===== src/rtl/sched_pkg.sv =====
// sched_pkg: shared FSM state encoding and default sizing for the process scheduler
package sched_pkg;
    typedef enum logic [1:0] {OFF, RUN, REQ, IDLE} state_t;
    localparam int QUANTUM_W   = 8;
    localparam int N_PROC_DEF  = 8;
    localparam int QUANTUM_DEF = 32;
endpackage


===== src/rtl/rr_pick.sv =====
// rr_pick: round-robin pick of the next runnable process after cur_proc
// ready_mask in  runnable processes
// cur_proc   in  current owner, checked last
// pick       out first ready index scanning cur_proc+1 upward with wrap
// any_ready  out some process is runnable
module rr_pick #(
    parameter int N_PROC = 8,
    parameter int PW     = $clog2(N_PROC)
) (
    input  logic [N_PROC-1:0] ready_mask,
    input  logic [PW-1:0]     cur_proc,
    output logic [PW-1:0]     pick,
    output logic              any_ready
);
    // scan from farthest to nearest so the nearest ready slot wins
    always_comb begin
        pick = cur_proc;
        for (int k = N_PROC; k >= 1; k--) begin
            int idx;
            idx = (int'(cur_proc) + k) % N_PROC;
            if (ready_mask[idx[PW-1:0]]) pick = idx[PW-1:0];
        end
    end
    assign any_ready = |ready_mask;
endmodule


===== src/rtl/process_scheduler.sv =====
// process_scheduler: round-robin time-slice scheduler requesting context swaps
// clk/reset    clock, async active-high reset
// enable       scheduling active
// tick, yield  retired instruction / voluntary give-up of current process
// ready_mask   runnable processes
// swap_ack     context swap done
// swap_req, next_proc, cur_proc, quantum_left, idle  registered status
module process_scheduler
    import sched_pkg::*;
#(
    parameter int N_PROC  = N_PROC_DEF,
    parameter int QUANTUM = QUANTUM_DEF,
    parameter int PW      = $clog2(N_PROC)
) (
    input  logic                 clk,
    input  logic                 reset,
    input  logic                 enable,
    input  logic                 tick,
    input  logic                 yield,
    input  logic [N_PROC-1:0]    ready_mask,
    input  logic                 swap_ack,
    output logic                 swap_req,
    output logic [PW-1:0]        next_proc,
    output logic [PW-1:0]        cur_proc,
    output logic [QUANTUM_W-1:0] quantum_left,
    output logic                 idle
);
    localparam logic [QUANTUM_W-1:0] Q = QUANTUM_W'(QUANTUM);
    state_t state, state_n;
    logic [PW-1:0] pick, next_n, cur_n;
    logic [QUANTUM_W-1:0] ql_n;
    logic any_ready, hit, moved;

    rr_pick #(.N_PROC(N_PROC), .PW(PW)) u_pick (
        .ready_mask(ready_mask),
        .cur_proc  (cur_proc),
        .pick      (pick),
        .any_ready (any_ready)
    );

    // a yield makes any same-cycle tick irrelevant, so both together form one event
    assign hit   = yield | (tick & (quantum_left == QUANTUM_W'(1)));
    assign moved = pick != cur_proc;

    always_ff @(posedge clk or posedge reset) begin
        if (reset) begin
            state        <= OFF;
            swap_req     <= 1'b0;
            next_proc    <= '0;
            cur_proc     <= '0;
            quantum_left <= '0;
            idle         <= 1'b0;
        end else begin
            state        <= state_n;
            swap_req     <= state_n == REQ;
            next_proc    <= next_n;
            cur_proc     <= cur_n;
            quantum_left <= ql_n;
            idle         <= state_n == IDLE;
        end
    end

    always_comb begin
        state_n = state;
        case (state)
            OFF:     state_n = !enable ? OFF : any_ready ? RUN : IDLE;
            RUN:     state_n = !enable ? OFF : !hit ? RUN : !any_ready ? IDLE : moved ? REQ : RUN;
            REQ:     state_n = !swap_ack ? REQ : enable ? RUN : OFF;
            IDLE:    state_n = !enable ? OFF : !any_ready ? IDLE : moved ? REQ : RUN;
            default: state_n = OFF;
        endcase
    end

    // next_proc latches only on entry to REQ, so ready_mask changes cannot disturb it
    always_comb begin
        next_n = (state != REQ && state_n == REQ) ? pick : next_proc;
        cur_n  = (state == REQ && state_n != REQ) ? next_proc : cur_proc;
        ql_n   = ((state == REQ && state_n != REQ) || (state != RUN && state_n == RUN) ||
                  (state == RUN && state_n == RUN && hit)) ? Q :
                 (state == RUN && state_n == RUN && tick) ? quantum_left - QUANTUM_W'(1) :
                 quantum_left;
    end
endmodule


===== config.mk =====
export PLATFORM = sky130hd
export DESIGN_NAME = process_scheduler
export DESIGN_NICKNAME = d
export VERILOG_FILES = /design/src/rtl/sched_pkg.sv /design/src/rtl/rr_pick.sv /design/src/rtl/process_scheduler.sv
export SDC_FILE = /design/constraint.sdc
export NUM_CORES = 1
export LEC_CHECK = 0
export BUFFER_PORTS_ARGS = -buffer_cell sky130_fd_sc_hd__buf_2
export CORE_MARGIN = 2
export CORE_UTILIZATION = 40
export DETAILED_ROUTE_END_ITERATION = 6
export GPL_ROUTABILITY_DRIVEN = 1
export GPL_TIMING_DRIVEN = 0
export PLACE_DENSITY = 0.65
export SYNTH_ARGS = -nofsm -noshare
export SYNTH_HDL_FRONTEND = slang
export SYNTH_SLANG_ARGS = --single-unit

===== constraint.sdc =====
create_clock -name clk -period 6.88 [get_ports clk]
set_clock_uncertainty 0.05 [all_clocks]
set_input_delay 0.688 -clock clk [delete_from_list [all_inputs] [get_ports clk]]
set_output_delay 0.688 -clock clk [all_outputs]
set_load 0.005 [all_outputs]

==> results.json <==
{
  "cts_resized": 0,
  "timing.final.crit_share": 0.565,
  "finalWirelength_microns": 5700,
  "status": "completed",
  "wl_per_cell_microns": 17.0,
  "avgSynthCellArea_sq_um": 9.65,
  "drt_iter0_drc": 143,
  "nets": 283,
  "start_kind": "flip-flop",
  "utilization": 0.461,
  "diodes": 0,
  "cpLargestDelayFamily": "compound AO/OA/AOI/OAI gates",
  "slowest_delay_ns": 0.66,
  "path_buf_inv": 4,
  "cp.depth": 13,
  "synth_nets": 249,
  "max_freq_ghz": 0.257,
  "clkSinkCount": 18,
  "core_sq_um": 5440,
  "gr-total-overflow": 0,
  "ant_nets": 0,
  "clk_latency_ns": 0.25,
  "initial_core_util": 0.410,
  "num_vias": 2055,
  "drive_above_1_share": 0.297,
  "drt-pass1-iter-count": 4,
  "min_path_cells": 1,
  "yosysSeqAreaShare": 0.202,
  "cts_buffers": 3,
  "ir_drop_mv": 0.250,
  "io_pins": 30,
  "final_max_slew_viol_count": 0,
  "ys_warn_count": 0,
  "worst-slew-pin-transition_ns": 0.766,
  "syn_inst": 231,
  "period_minus_slack_ns": 3.89,
  "final_cell_mix": "34 x buf_2, 20 x nand2_1, 18 x dfrtp_1",
  "end_kind": "flip-flop",
  "final_common_cell": "buf_2",
  "post-dp-hpwl_microns": 4260,
  "leakage_nw": 1.07,
  "fp.dieArea_sq_um": 6180,
  "area_delta_synth_final_pct": 12.4,
  "placementRows": 27,
  "fillers": 499,
  "grt_usage": 0.188,
  "antenna_found_initial": 0,
  "grt_pass1_vias": 1822,
  "synth_area_sq_um": 2230,
  "grt_max_degree": 19,
  "fp.dieH_microns": 78.6,
  "place_congestion": 0.874,
  "cp.arrival_ns": 3.97,
  "async_flop_share": 1.00,
  "path_cells": "buf_6 -> buf_6 -> inv_1 -> ha_1 -> buf_2 -> xor2_1 -> mux4_2 -> and2_4 -> o22ai_2 -> o22ai_2 -> o2111ai_1 -> and3_1 -> mux2i_1",
  "viasPerCell": 6.13,
  "die_width_microns": 78.6,
  "synth_edf_count": 0,
  "ys_types": 69,
  "clockBufferDepth": 2,
  "p_per_area_nw_per_um2": 553,
  "tns_ns": 0,
  "postCtsHoldBufs": 0,
  "clkTransAtPathRegs_ns": 0.07,
  "ys_seq_elements": 18,
  "setup_viol": 0,
  "min_path_type": "flip-flop to flip-flop",
  "grt_pass1_wl_microns": 9340,
  "grt_setup_unrepaired": "false",
  "cts_max_level": 1,
  "reg2reg_depth": 13,
  "cts_tree": "done",
  "hold_viol_final": 0,
  "cp_slowest_cell": "o2111ai_1",
  "ys.flop_type": "dfrtp_1",
  "drv_cap": 0,
  "cts-root-buf": "clkbuf_8",
  "portBuffers": 29,
  "postCtsSetupRepairBufs": 0,
  "cp_data_required_time_ns": 6.97,
  "crit_type": "flip-flop to flip-flop",
  "cp_max_fo": 10,
  "max_slew_margin": 0.489,
  "drc": 0
}
## through the flow
stage | hold slack (ns) | std cells | setup slack (ns) | power [mW] | cell area, sq um
6_report | 0.485 | 335 | 2.99 | 1.38 | 2500
2_1_floorplan | 0.475 | 231 | 3.56 | 1.06 | 2230
3_3_place_gp | 0.470 | 332 | 3.11 | 1.29 | 2460
3_5_place_dp | 0.470 | 332 | 3.05 | 1.30 | 2460
5_1_grt | 0.511 | 335 | 2.80 | 1.50 | 2500
4_1_cts | 0.490 | 335 | 3.04 | 1.38 | 2500
## path summary, 6_finish.rpt
path | startpoint | to | slack, ns
min reg2reg | next_proc[0] | next_proc[0] | 0.48
max reg2reg | cur_proc[0] | quantum_left[5] | 2.99
min | next_proc[0] | next_proc[0] | 0.48
min in group asynchronous | reset | quantum_left[4] | 0.50
max in group asynchronous | reset | state[0] | 5.82
max | cur_proc[0] | quantum_left[5] | 2.99
## sequential cells by signal (all words and copies together), names as in the netlist
signal,count
swap_req,1
state,2
idle,1
quantum_left,8
cur_proc,3
next_proc,3
## cell usage after synthesis (6+ instances only)
cell type | n | area, sq um
mux4_2 | 8 | 180
or3_1 | 6 | 37.5
nor2_1 | 12 | 45.0
mux2_2 | 9 | 101
nand3_1 | 12 | 60.1
mux2i_1 | 16 | 160
inv_1 | 9 | 33.8
a21oi_1 | 11 | 55.1
dfrtp_1 | 18 | 450
nand2_1 | 20 | 75.1
## layout make-up
type	instances	area [sq um]	share of cell area
Sequential cell	18	450	0.180
Clock buffer	3	41.3	0.0165
Tap cell	72	90.1	0.0360
Inverter	11	41.3	0.0165
Multi-Input combinational cell	190	1660	0.662
Timing Repair Buffer	29	145	0.0579
Buffer	12	77.6	0.0310
## power breakdown
part | internal (mW) | switching (mW) | total [mW]
clock network | 0.0388 | 0.0330 | 0.0719
logic | 0.501 | 0.627 | 1.13
registers | 0.144 | 0.0401 | 0.184
total | 0.684 | 0.700 | 1.38
## kinds of logic (layout without fill, tap and decap cells)
group / after synthesis / after routing / synth area share
and+or+nand+nor: 77 / 77 / 0.193
AOI/OAI and AO/OA: 61 / 61 / 0.215
muxes: 42 / 42 / 0.287
buffers and inverters: 23 / 55 / 0.0533
DFF: 18 / 18 / 0.202
xor gates and xnor gates: 6 / 6 / 0.0270
adders and majority gates: 4 / 4 / 0.0225
## routing by layer
metal  routed length [microns]  track usage
met1                      2640        0.284
met2                      2660        0.295
met3                       343       0.0103
met4                        59       0.0439
met5                         0            0
## worst reg2reg max path, delay by kind of cell (launching register included)
family / cells / cell delay, ns
compound gates: 3 / 1.07
xor+xnor: 1 / 0.46
fa+ha+maj: 1 / 0.18
buf+inv: 4 / 0.63
flops: 1 / 0.46
mux: 2 / 0.50
simple gates: 2 / 0.42
Note: power is estimated with default switching activity, not from simulation.
